**config.mk**
```make
export PLATFORM = sky130hd
export DESIGN_NAME = prom_param_loader
export DESIGN_NICKNAME = d
export VERILOG_FILES = /design/src/rtl/prom_ld_pkg.sv /design/src/rtl/prom_tmo_wdog.sv /design/src/rtl/prom_param_loader.sv
export SDC_FILE = /design/constraint.sdc
export NUM_CORES = 1
export LEC_CHECK = 0
export BUFFER_PORTS_ARGS = -buffer_cell sky130_fd_sc_hd__buf_2
export CAP_MARGIN = 10
export CORE_MARGIN = 8
export CORE_UTILIZATION = 43
export DETAILED_ROUTE_END_ITERATION = 8
export PLACE_DENSITY = 0.64
export SYNTH_ARGS = -nofsm -noshare
export SYNTH_HDL_FRONTEND = slang
export SYNTH_SLANG_ARGS = --single-unit
```
**constraint.sdc**
```tcl
create_clock -name CLK -period 1.8 [get_ports CLK]
set_input_delay 0.18 -clock CLK [delete_from_list [all_inputs] [get_ports CLK]]
set_output_delay 0.18 -clock CLK [all_outputs]
set_load 0.005 [all_outputs]
```
**src/rtl/prom_ld_pkg.sv**
```systemverilog
// Shared constants for the PROM-to-FIFO parameter loader: the state encodings
// (also visible on LD_STATE) and the default word count.
package prom_ld_pkg;

    localparam logic [1:0] ST_CLR_FF = 2'b00;
    localparam logic [1:0] ST_REQ    = 2'b01;
    localparam logic [1:0] ST_WRITE  = 2'b10;
    localparam logic [1:0] ST_DONE   = 2'b11;

    localparam int NWORDS_DEF = 36;

endpackage

```
**src/rtl/prom_tmo_wdog.sv**
```systemverilog
// PROM read watchdog: counts enabled cycles since the last clear and flags expiry
// once the count reaches TMO_CYC. Only instantiated when PROM_TMO_EN is defined.
module prom_tmo_wdog #(
    parameter int TMO_CYC = 255
) (
    input  logic CLK,
    input  logic RST,
    input  logic clr_i,
    input  logic en_i,
    output logic expired_o
);

    logic [7:0] tmo_cnt_q;
    logic [7:0] tmo_cnt_d;

    assign expired_o = (tmo_cnt_q == 8'(TMO_CYC));

    always_comb begin
        tmo_cnt_d = tmo_cnt_q;
        if (clr_i) begin
            tmo_cnt_d = '0;
        end else if (en_i && !expired_o) begin
            tmo_cnt_d = tmo_cnt_q + 8'd1;
        end
    end

    always_ff @(posedge CLK or posedge RST) begin
        if (RST) begin
            tmo_cnt_q <= '0;
        end else begin
            tmo_cnt_q <= tmo_cnt_d;
        end
    end

endmodule

```
**src/rtl/prom_param_loader.sv**
```systemverilog
// Copies NWORDS parameter words from the PROM read port into the parameter FIFO and
// then holds XFER_DONE. Optional PROM read timeout is enabled by defining PROM_TMO_EN.
module prom_param_loader
    import prom_ld_pkg::*;
#(
    parameter int                NWORDS    = NWORDS_DEF,
    parameter int                ADDR_W    = 8,
    parameter int                DATA_W    = 16,
    parameter logic [ADDR_W-1:0] BASE_ADDR = '0,
    parameter int                TMO_CYC   = 255
) (
    input  logic              CLK,
    input  logic              RST,
    input  logic              START,
    output logic              PROM_REQ,
    output logic [ADDR_W-1:0] PROM_ADDR,
    input  logic              PROM_DV,
    input  logic [DATA_W-1:0] PROM_DATA,
    input  logic              FF_FULL,
    output logic              FF_RST,
    output logic              FF_WE,
    output logic [DATA_W-1:0] FF_DIN,
    output logic              XFER_DONE,
    output logic              XFER_ERR,
    output logic [1:0]        LD_STATE
);

    logic [1:0]        state_q,     state_d;
    logic [7:0]        wcnt_q,      wcnt_d;
    logic              clr_cnt_q,   clr_cnt_d;
    logic [DATA_W-1:0] data_q,      data_d;

    logic              ff_rst_q,    ff_rst_d;
    logic              prom_req_q,  prom_req_d;
    logic [ADDR_W-1:0] prom_addr_q, prom_addr_d;
    logic              ff_we_q,     ff_we_d;
    logic [DATA_W-1:0] ff_din_q,    ff_din_d;
    logic              xfer_done_q, xfer_done_d;
    logic              tmo_expired;

`ifdef PROM_TMO_EN
    logic              xfer_err_q,  xfer_err_d;

    prom_tmo_wdog #(
        .TMO_CYC (TMO_CYC)
    ) u_tmo_wdog (
        .CLK       (CLK),
        .RST       (RST),
        .clr_i     (state_q != ST_REQ),
        .en_i      ((state_q == ST_REQ) && !PROM_DV),
        .expired_o (tmo_expired)
    );

    always_comb begin
        xfer_err_d = xfer_err_q;
        if (state_d == ST_CLR_FF) begin
            xfer_err_d = 1'b0;
        end else if ((state_q == ST_REQ) && (state_d == ST_DONE)) begin
            xfer_err_d = 1'b1;
        end
    end

    always_ff @(posedge CLK or posedge RST) begin
        if (RST) begin
            xfer_err_q <= 1'b0;
        end else begin
            xfer_err_q <= xfer_err_d;
        end
    end

    assign XFER_ERR = xfer_err_q;
`else
    logic unused_tmo_cfg;

    assign tmo_expired    = 1'b0;
    assign unused_tmo_cfg = ^TMO_CYC;
    assign XFER_ERR       = 1'b0;
`endif

    // State, datapath and registered outputs.
    always_ff @(posedge CLK or posedge RST) begin
        if (RST) begin
            state_q     <= ST_CLR_FF;
            wcnt_q      <= '0;
            clr_cnt_q   <= 1'b0;
            data_q      <= '0;
            ff_rst_q    <= 1'b1;
            prom_req_q  <= 1'b0;
            prom_addr_q <= '0;
            ff_we_q     <= 1'b0;
            ff_din_q    <= '0;
            xfer_done_q <= 1'b0;
        end else begin
            state_q     <= state_d;
            wcnt_q      <= wcnt_d;
            clr_cnt_q   <= clr_cnt_d;
            data_q      <= data_d;
            ff_rst_q    <= ff_rst_d;
            prom_req_q  <= prom_req_d;
            prom_addr_q <= prom_addr_d;
            ff_we_q     <= ff_we_d;
            ff_din_q    <= ff_din_d;
            xfer_done_q <= xfer_done_d;
        end
    end

    always_comb begin
        state_d   = state_q;
        wcnt_d    = wcnt_q;
        clr_cnt_d = 1'b0;
        data_d    = data_q;
        case (state_q)
            ST_CLR_FF: begin
                wcnt_d    = '0;
                clr_cnt_d = ~clr_cnt_q;
                if (clr_cnt_q) begin
                    state_d = ST_REQ;
                end
            end
            ST_REQ: begin
                // A data-valid on the expiry cycle still wins over the timeout.
                if (PROM_DV) begin
                    data_d  = PROM_DATA;
                    state_d = ST_WRITE;
                end else if (tmo_expired) begin
                    state_d = ST_DONE;
                end
            end
            ST_WRITE: begin
                if (!FF_FULL) begin
                    wcnt_d  = wcnt_q + 8'd1;
                    state_d = (wcnt_q == 8'(NWORDS - 1)) ? ST_DONE : ST_REQ;
                end
            end
            default: begin
                if (START) begin
                    state_d = ST_CLR_FF;
                end
            end
        endcase
    end

    // Moore outputs follow the next state so they line up with LD_STATE; the FIFO
    // strobe lands in the cycle after the accepted Write, sampled against FF_FULL there.
    always_comb begin
        ff_rst_d    = (state_d == ST_CLR_FF);
        prom_req_d  = (state_d == ST_REQ);
        prom_addr_d = (state_d == ST_REQ) ? (BASE_ADDR + ADDR_W'(wcnt_d)) : '0;
        ff_we_d     = (state_q == ST_WRITE) && !FF_FULL;
        ff_din_d    = ff_we_d ? data_q : ff_din_q;
        xfer_done_d = (state_d == ST_DONE);
    end

    assign PROM_REQ  = prom_req_q;
    assign PROM_ADDR = prom_addr_q;
    assign FF_RST    = ff_rst_q;
    assign FF_WE     = ff_we_q;
    assign FF_DIN    = ff_din_q;
    assign XFER_DONE = xfer_done_q;
    assign LD_STATE  = state_q;

endmodule

```
# Word-level counts from Yosys, hierarchy flattened
# Index checks and enable logic that the tools add are counted.
[op_classes]
n_reduce_logical = 5
n_shift = 0
n_bitwise = 1
add_sub_neg = 1
n_div = 0
magnitude_cmp = 0
multipliers = 0
muxes = 10
eq_ne = 5
[ops]
columns = ["operator", "count"]
rows = [
  ["two-way mux 8 bit", 2],
  ["case mux 8 bit (2 select lines)", 1],
  ["two-way mux 2 bit", 5],
  ["adder 8 x 1 -> 8 bit, second input constant", 1],
  ["== test 8 x 6 -> 1 bit, second input constant", 1],
  ["case mux 2 bit (3 select lines)", 1],
  ["== test 2 x 1 -> 1 bit, second input constant", 2],
  ["== test 2 bit, second input constant", 2],
  ["logical NOT 2 bit", 2],
  ["AND reduction 2 bit", 1],
  ["logical AND 1 bit", 1],
  ["logical NOT 1 bit", 1],
  ["two-way mux 1 bit", 1],
  ["inverter 1 bit", 1],
]
[totals]
word_cells = 32
input_bits = 21
latchBits = 0
mem_count = 0
ramBits = 0
register_bits = 55
romBits = 0

# Depth between registers and ports, before layout
[logic_depth]
ltp_word = 6
ltp_mapped = 5
depth_no_buf = 5

# Least setup slack after synthesis
# Ideal clock, no wire load.
[synth_timing]
path_kind = "register to register"
startpoint = "register state_q[0] (netlist: LD_STATE[0])"
endpoint = "register ff_din_q[1] (netlist: FF_DIN[1])"
period_less_slack_ps = 1404
arrival_ps = 1279
path_buffers = 1
slack_ps = 396
path_stages_with_launch = 5
required_time_ps = 1675
path_cell_list = "dfrtp_1 > nand2b_4 > nor2_4 > buf_4 > mux2_2"
[synth_between]
elab_chain_len = 2
[synth_lines]
columns = ["element", "line", "text"]
rows = [
  ["from (decl)", "prom_param_loader.sv:28", "logic [1:0] state_q, state_d;"],
  ["from (signal assigned)", "prom_param_loader.sv:94", "state_q <= state_d;"],
  ["== test 2 bit", "prom_param_loader.sv:149", "ff_we_d = (state_q == ST_WRITE) && !FF_FULL;"],
  ["logical AND 1 bit", "prom_param_loader.sv:149", ""],
  ["named net ff_we_d", "prom_param_loader.sv:36", "logic ff_we_q, ff_we_d;"],
  ["to (signal assigned)", "prom_param_loader.sv:102", "ff_din_q <= ff_din_d;"],
  ["to (decl)", "prom_param_loader.sv:37", "logic [DATA_W-1:0] ff_din_q, ff_din_d;"],
]
# The timed path passes the listed nets, and every way through them passes these cells.
# A chain may end at the register's enable or synchronous reset.

# Worst setup path in the final report
[layout_timing]
startpoint = "register state_q[0] (netlist: LD_STATE[0])"
endpoint = "register prom_addr_q[6] (netlist: PROM_ADDR[6])"
[layout_between]
elab_chain_len = 4
elab_cells_between_ends = 11
classes_between = "eq/ne (3); mux (7); reduce/logical (1)"
[layout_lines]
columns = ["element", "line", "text"]
rows = [
  ["== test 2 bit (tied with other cells)", "prom_param_loader.sv:112", "case (state_q)"],
  ["case mux 2 bit (3 select lines)", "prom_param_loader.sv:112", ""],
  ["== test 2 x 1 -> 1 bit", "prom_param_loader.sv:148", "prom_addr_d = (state_d == ST_REQ) ? (BASE_ADDR + ADDR_W'(wcnt_d)) : '0;"],
  ["two-way mux 8 bit *", "prom_param_loader.sv:148", ""],
  ["named net prom_addr_d[6]", "prom_param_loader.sv:35", "logic [ADDR_W-1:0] prom_addr_q, prom_addr_d;"],
  ["to (signal assigned)", "prom_param_loader.sv:100", "prom_addr_q <= prom_addr_d;"],
  ["to (decl)", "prom_param_loader.sv:35", ""],
]
# The timed path passes the listed nets; every way through them passes the cells marked *.

==> reports/results.tsv <==
stage	metric	value	unit
finish	multiInputGateArea	805	um^2
clock_network	clock_path_buffers	2	
place	gp_congestion	0.849	
pwr	worst_ir_drop_vdd	0.757	mV
drt	drt-total-wl	4.28	mm
global_routing	grt_overflow	0	
global_routing	gr-usage-all-layers	12.0	%
logic_synthesis	async_reset_ff_share	100	%
pwr	powerDensity	1490	nW/um^2
logic_synthesis	ys_warn_count	0	
clock_network	post_cts_buffers	0	
finish	antennaDiodeCount	0	
global_routing	grt_max_degree	31	
worst_setup_path	crit_path_start_kind	flip-flop	
worst_setup_path	required	2.03	ns
clock_network	cts_sinks	55	
drt	ant_nets	0	
global_routing	grt_util_met3	4.09	%
logic_synthesis	synthFlopType	dfrtp_1	
pwr	cellLeakagePower	1.30	nW
drt	dr.first_iter.drc_count	37	
timing	fin_crit_sh	82.7	%
timing	fin_hold_ws	0.0992	ns
logic_synthesis	syn_area	2250	um^2
timing	slew_headroom	63.3	%
clock_network	cts_made_buffers	5	
logic_synthesis	synth_nets	177	
timing	grt_setup_unrepaired	no	
finish	finalNetCount	235	
logic_synthesis	yosysSeqAreaShare	61.3	%
global_routing	grt_util_met2	20.7	%
drt	wl_per_cell	15.1	um
clock_network	htreeDepth	2	
global_routing	grt_pass1_vias	1584	
global_routing	antenna_found_initial	0	
global_routing	grt.busiest_layer	met2	
outcome	status	finished clean	
pwr	netSwitchingPower	0.00127	W
timing	tightest_slew	0.550	ns
pwr	p_comb_share	35.1	%
floorplanning	initial_core_util	44.3	%
job	cap_violations	0	
timing	finalSetupViolCount	0	
worst_setup_path	path_class	flip-flop to flip-flop	
pwr	p_seq_share	48.1	%
floorplanning	ios	52	
floorplanning	fp.coreArea	5070	um^2
logic_synthesis	synth_area_per_cell	14.5	um^2
worst_setup_path	cp_max_fo	10	
logic_synthesis	syn_inst	155	
finish	layout.area.seq	1380	um^2
floorplanning	die-area	7790	um^2
global_routing	grt_pass1_wl	7.27	mm
finish	final.fill_count	452	
drt	via_count	1402	
clock_network	cts.repair.resized	0	
drt	viasPerCell	4.94	
timing	fin_crit	1.49	ns
logic_synthesis	synth-seq-cells	55	
finish	drive_above_1_share	52.8	%
worst_hold_path	hold_class	primary input to flip-flop	
global_routing	use_met1	13.4	%
floorplanning	die_y	88.3	um
pwr	power.share.clock	16.8	%
clock_network	cts_hold_buf	1	
clock_network	clk_latency	0.30	ns
clock_network	cts_tree	built	
place	portBuffers	50	
logic_synthesis	synth-edff-count	0	
drt	route.detailed.drc	0	
timing	finalMaxSlewViolations	0	
timing	hold_viol_final	0	
floorplanning	die_w	88.3	um
pwr	p_sw_share	31.5	%
timing	finClkSkew	0.00451	ns
floorplanning	num_rows	26	
pwr	intPower	0.00277	W
clock_network	cts.clk_slew.worst_paths	0.10	ns
finish	area_growth	20.9	%
drt	first_pass_iters	4	
timing	tns	0	ns
timing	clock.fmax	672	MHz
worst_setup_path	cp-end-kind	flip-flop	
worst_setup_path	crit_arrival	1.72	ns
logic_synthesis	synth.distinct_cells	37	
place	dp_hpwl	3.30	mm
clock_network	cts-root-buf	clkbuf_8	
routing by layer:
| metal | vias up | routed length, um | part of all wire [%] |
|---|---|---|---|
| li1 | 661 | - | - |
| met2 | 43 | 2180 | 51 |
| met1 | 690 | 1750 | 41 |
| met4 | 0 | 53 | 1.2 |
| met5 | - | 0 | 0 |
| met3 | 8 | 287 | 6.7 |
power groups by stage:
stage | logic (W) | clock network [W] | registers, W
after floorplan | 0.000937 | 0 | 0.00194
after global placement | 0.00139 | 0 | 0.00194
after detailed placement | 0.00145 | 0 | 0.00198
after CTS | 0.00145 | 0.000713 | 0.00195
after global routing | 0.00156 | 0.000747 | 0.00200
final | 0.00142 | 0.000679 | 0.00194
cells in the final DEF, fill, tap and decap left out, types with 3 or more instances in the layout:
| cell | count |
|---|---|
| a22o_1 | 3 |
| nand2b_1 | 3 |
| mux2_2 | 33 |
| buf_4 | 3 |
| nor2b_1 | 6 |
| nand3_1 | 3 |
| buf_12 | 3 |
| dfrtp_1 | 54 |
| nand4b_1 | 3 |
| buf_2 | 50 |
| nor2_1 | 5 |
| nand2_1 | 5 |
| clkbuf_8 | 5 |
metrics by stage:
stage	instances	instance area [um^2]	worst slack [ns]	total power [W]	utilization [%]
final	284	2720	0.311	0.00404	53.5
after global routing	284	2720	0.208	0.00431	53.5
after CTS	284	2720	0.296	0.00412	53.5
after detailed placement	275	2610	0.318	0.00342	51.5
after global placement	275	2610	0.321	0.00332	51.5
after floorplan	155	2250	0.279	0.00288	-
registers in the layout, summed over array words and instances, names as in the netlist:
register	flops
FF_DIN	16
LD_STATE	2
clr_cnt_q	1
PROM_ADDR	8
PROM_REQ	1
wcnt_q	8
data_q	16
XFER_DONE	1
FF_RST	1
FF_WE	1
final cells by class:
class,instances,share of cell area (%)
sequential,55,50.7
multi-input combinational,91,29.6
timing repair buffer,57,12.6
tap,70,3.22
clock buffer,5,2.53
clock inverter,3,0.875
inverter,3,0.415
final timing paths:
| check | startpoint | endpoint | slack, ns | cells after the start |
|---|---|---|---|---|
| setup / recovery | LD_STATE[0]$_DFF_PP0_ | PROM_ADDR[6]$_DFF_PP0_ | 0.31 | 5 |
| hold / removal | PROM_DATA[3] | data_q[3]$_DFFE_PP0P_ | 0.1 | 2 |
| setup reg to reg | LD_STATE[0]$_DFF_PP0_ | PROM_ADDR[6]$_DFF_PP0_ | 0.31 | 5 |
| hold reg to reg | clr_cnt_q$_DFF_PP0_ | clr_cnt_q$_DFF_PP0_ | 0.44 | 1 |
| max in group asynchronous | RST | FF_RST$_DFF_PP1_ | 0.74 | 4 |
| min in group asynchronous | RST | data_q[1]$_DFFE_PP0P_ | 0.45 | 3 |
Yosys cell counts (all sizes together), types with 3 or more instances:
master / n / area, um^2
nand2b: 4 / 32.5
buf: 6 / 52.6
a22o: 3 / 26.3
nor3: 4 / 30.0
nand4b: 3 / 26.3
dfrtp: 54 / 1350
mux2: 33 / 372
nor2: 6 / 30.0
nor2b: 6 / 37.5
nand2: 6 / 25.0
a21o: 3 / 25.0
nand3: 4 / 25.0
inv: 3 / 11.3
kinds of logic (layout without fill, tap and decap cells):
kind of cell | count (synthesis) | after routing | synth area share, %
AO/OA/AOI/OAI | 13 | 13 | 5.29
XOR/XNOR | 2 | 2 | 0.780
adder cells (fa/ha/maj) | 1 | 1 | 0.557
buffers and inverters | 9 | 68 | 2.84
flip-flops | 55 | 55 | 61.3
multiplexers | 33 | 33 | 16.5
other | 1 | 1 | 0.167
AND/OR/NAND/NOR | 41 | 41 | 12.5
worst max-delay path, cell delays in order (launching register included):
cell and delay [ns]:
dfrtp_1 0.49, buf_4 0.21, and4b_1 0.26, nand4b_1 0.12, xor2_1 0.18, nor3_2 0.16
Power figures use the tool's default switching activity.
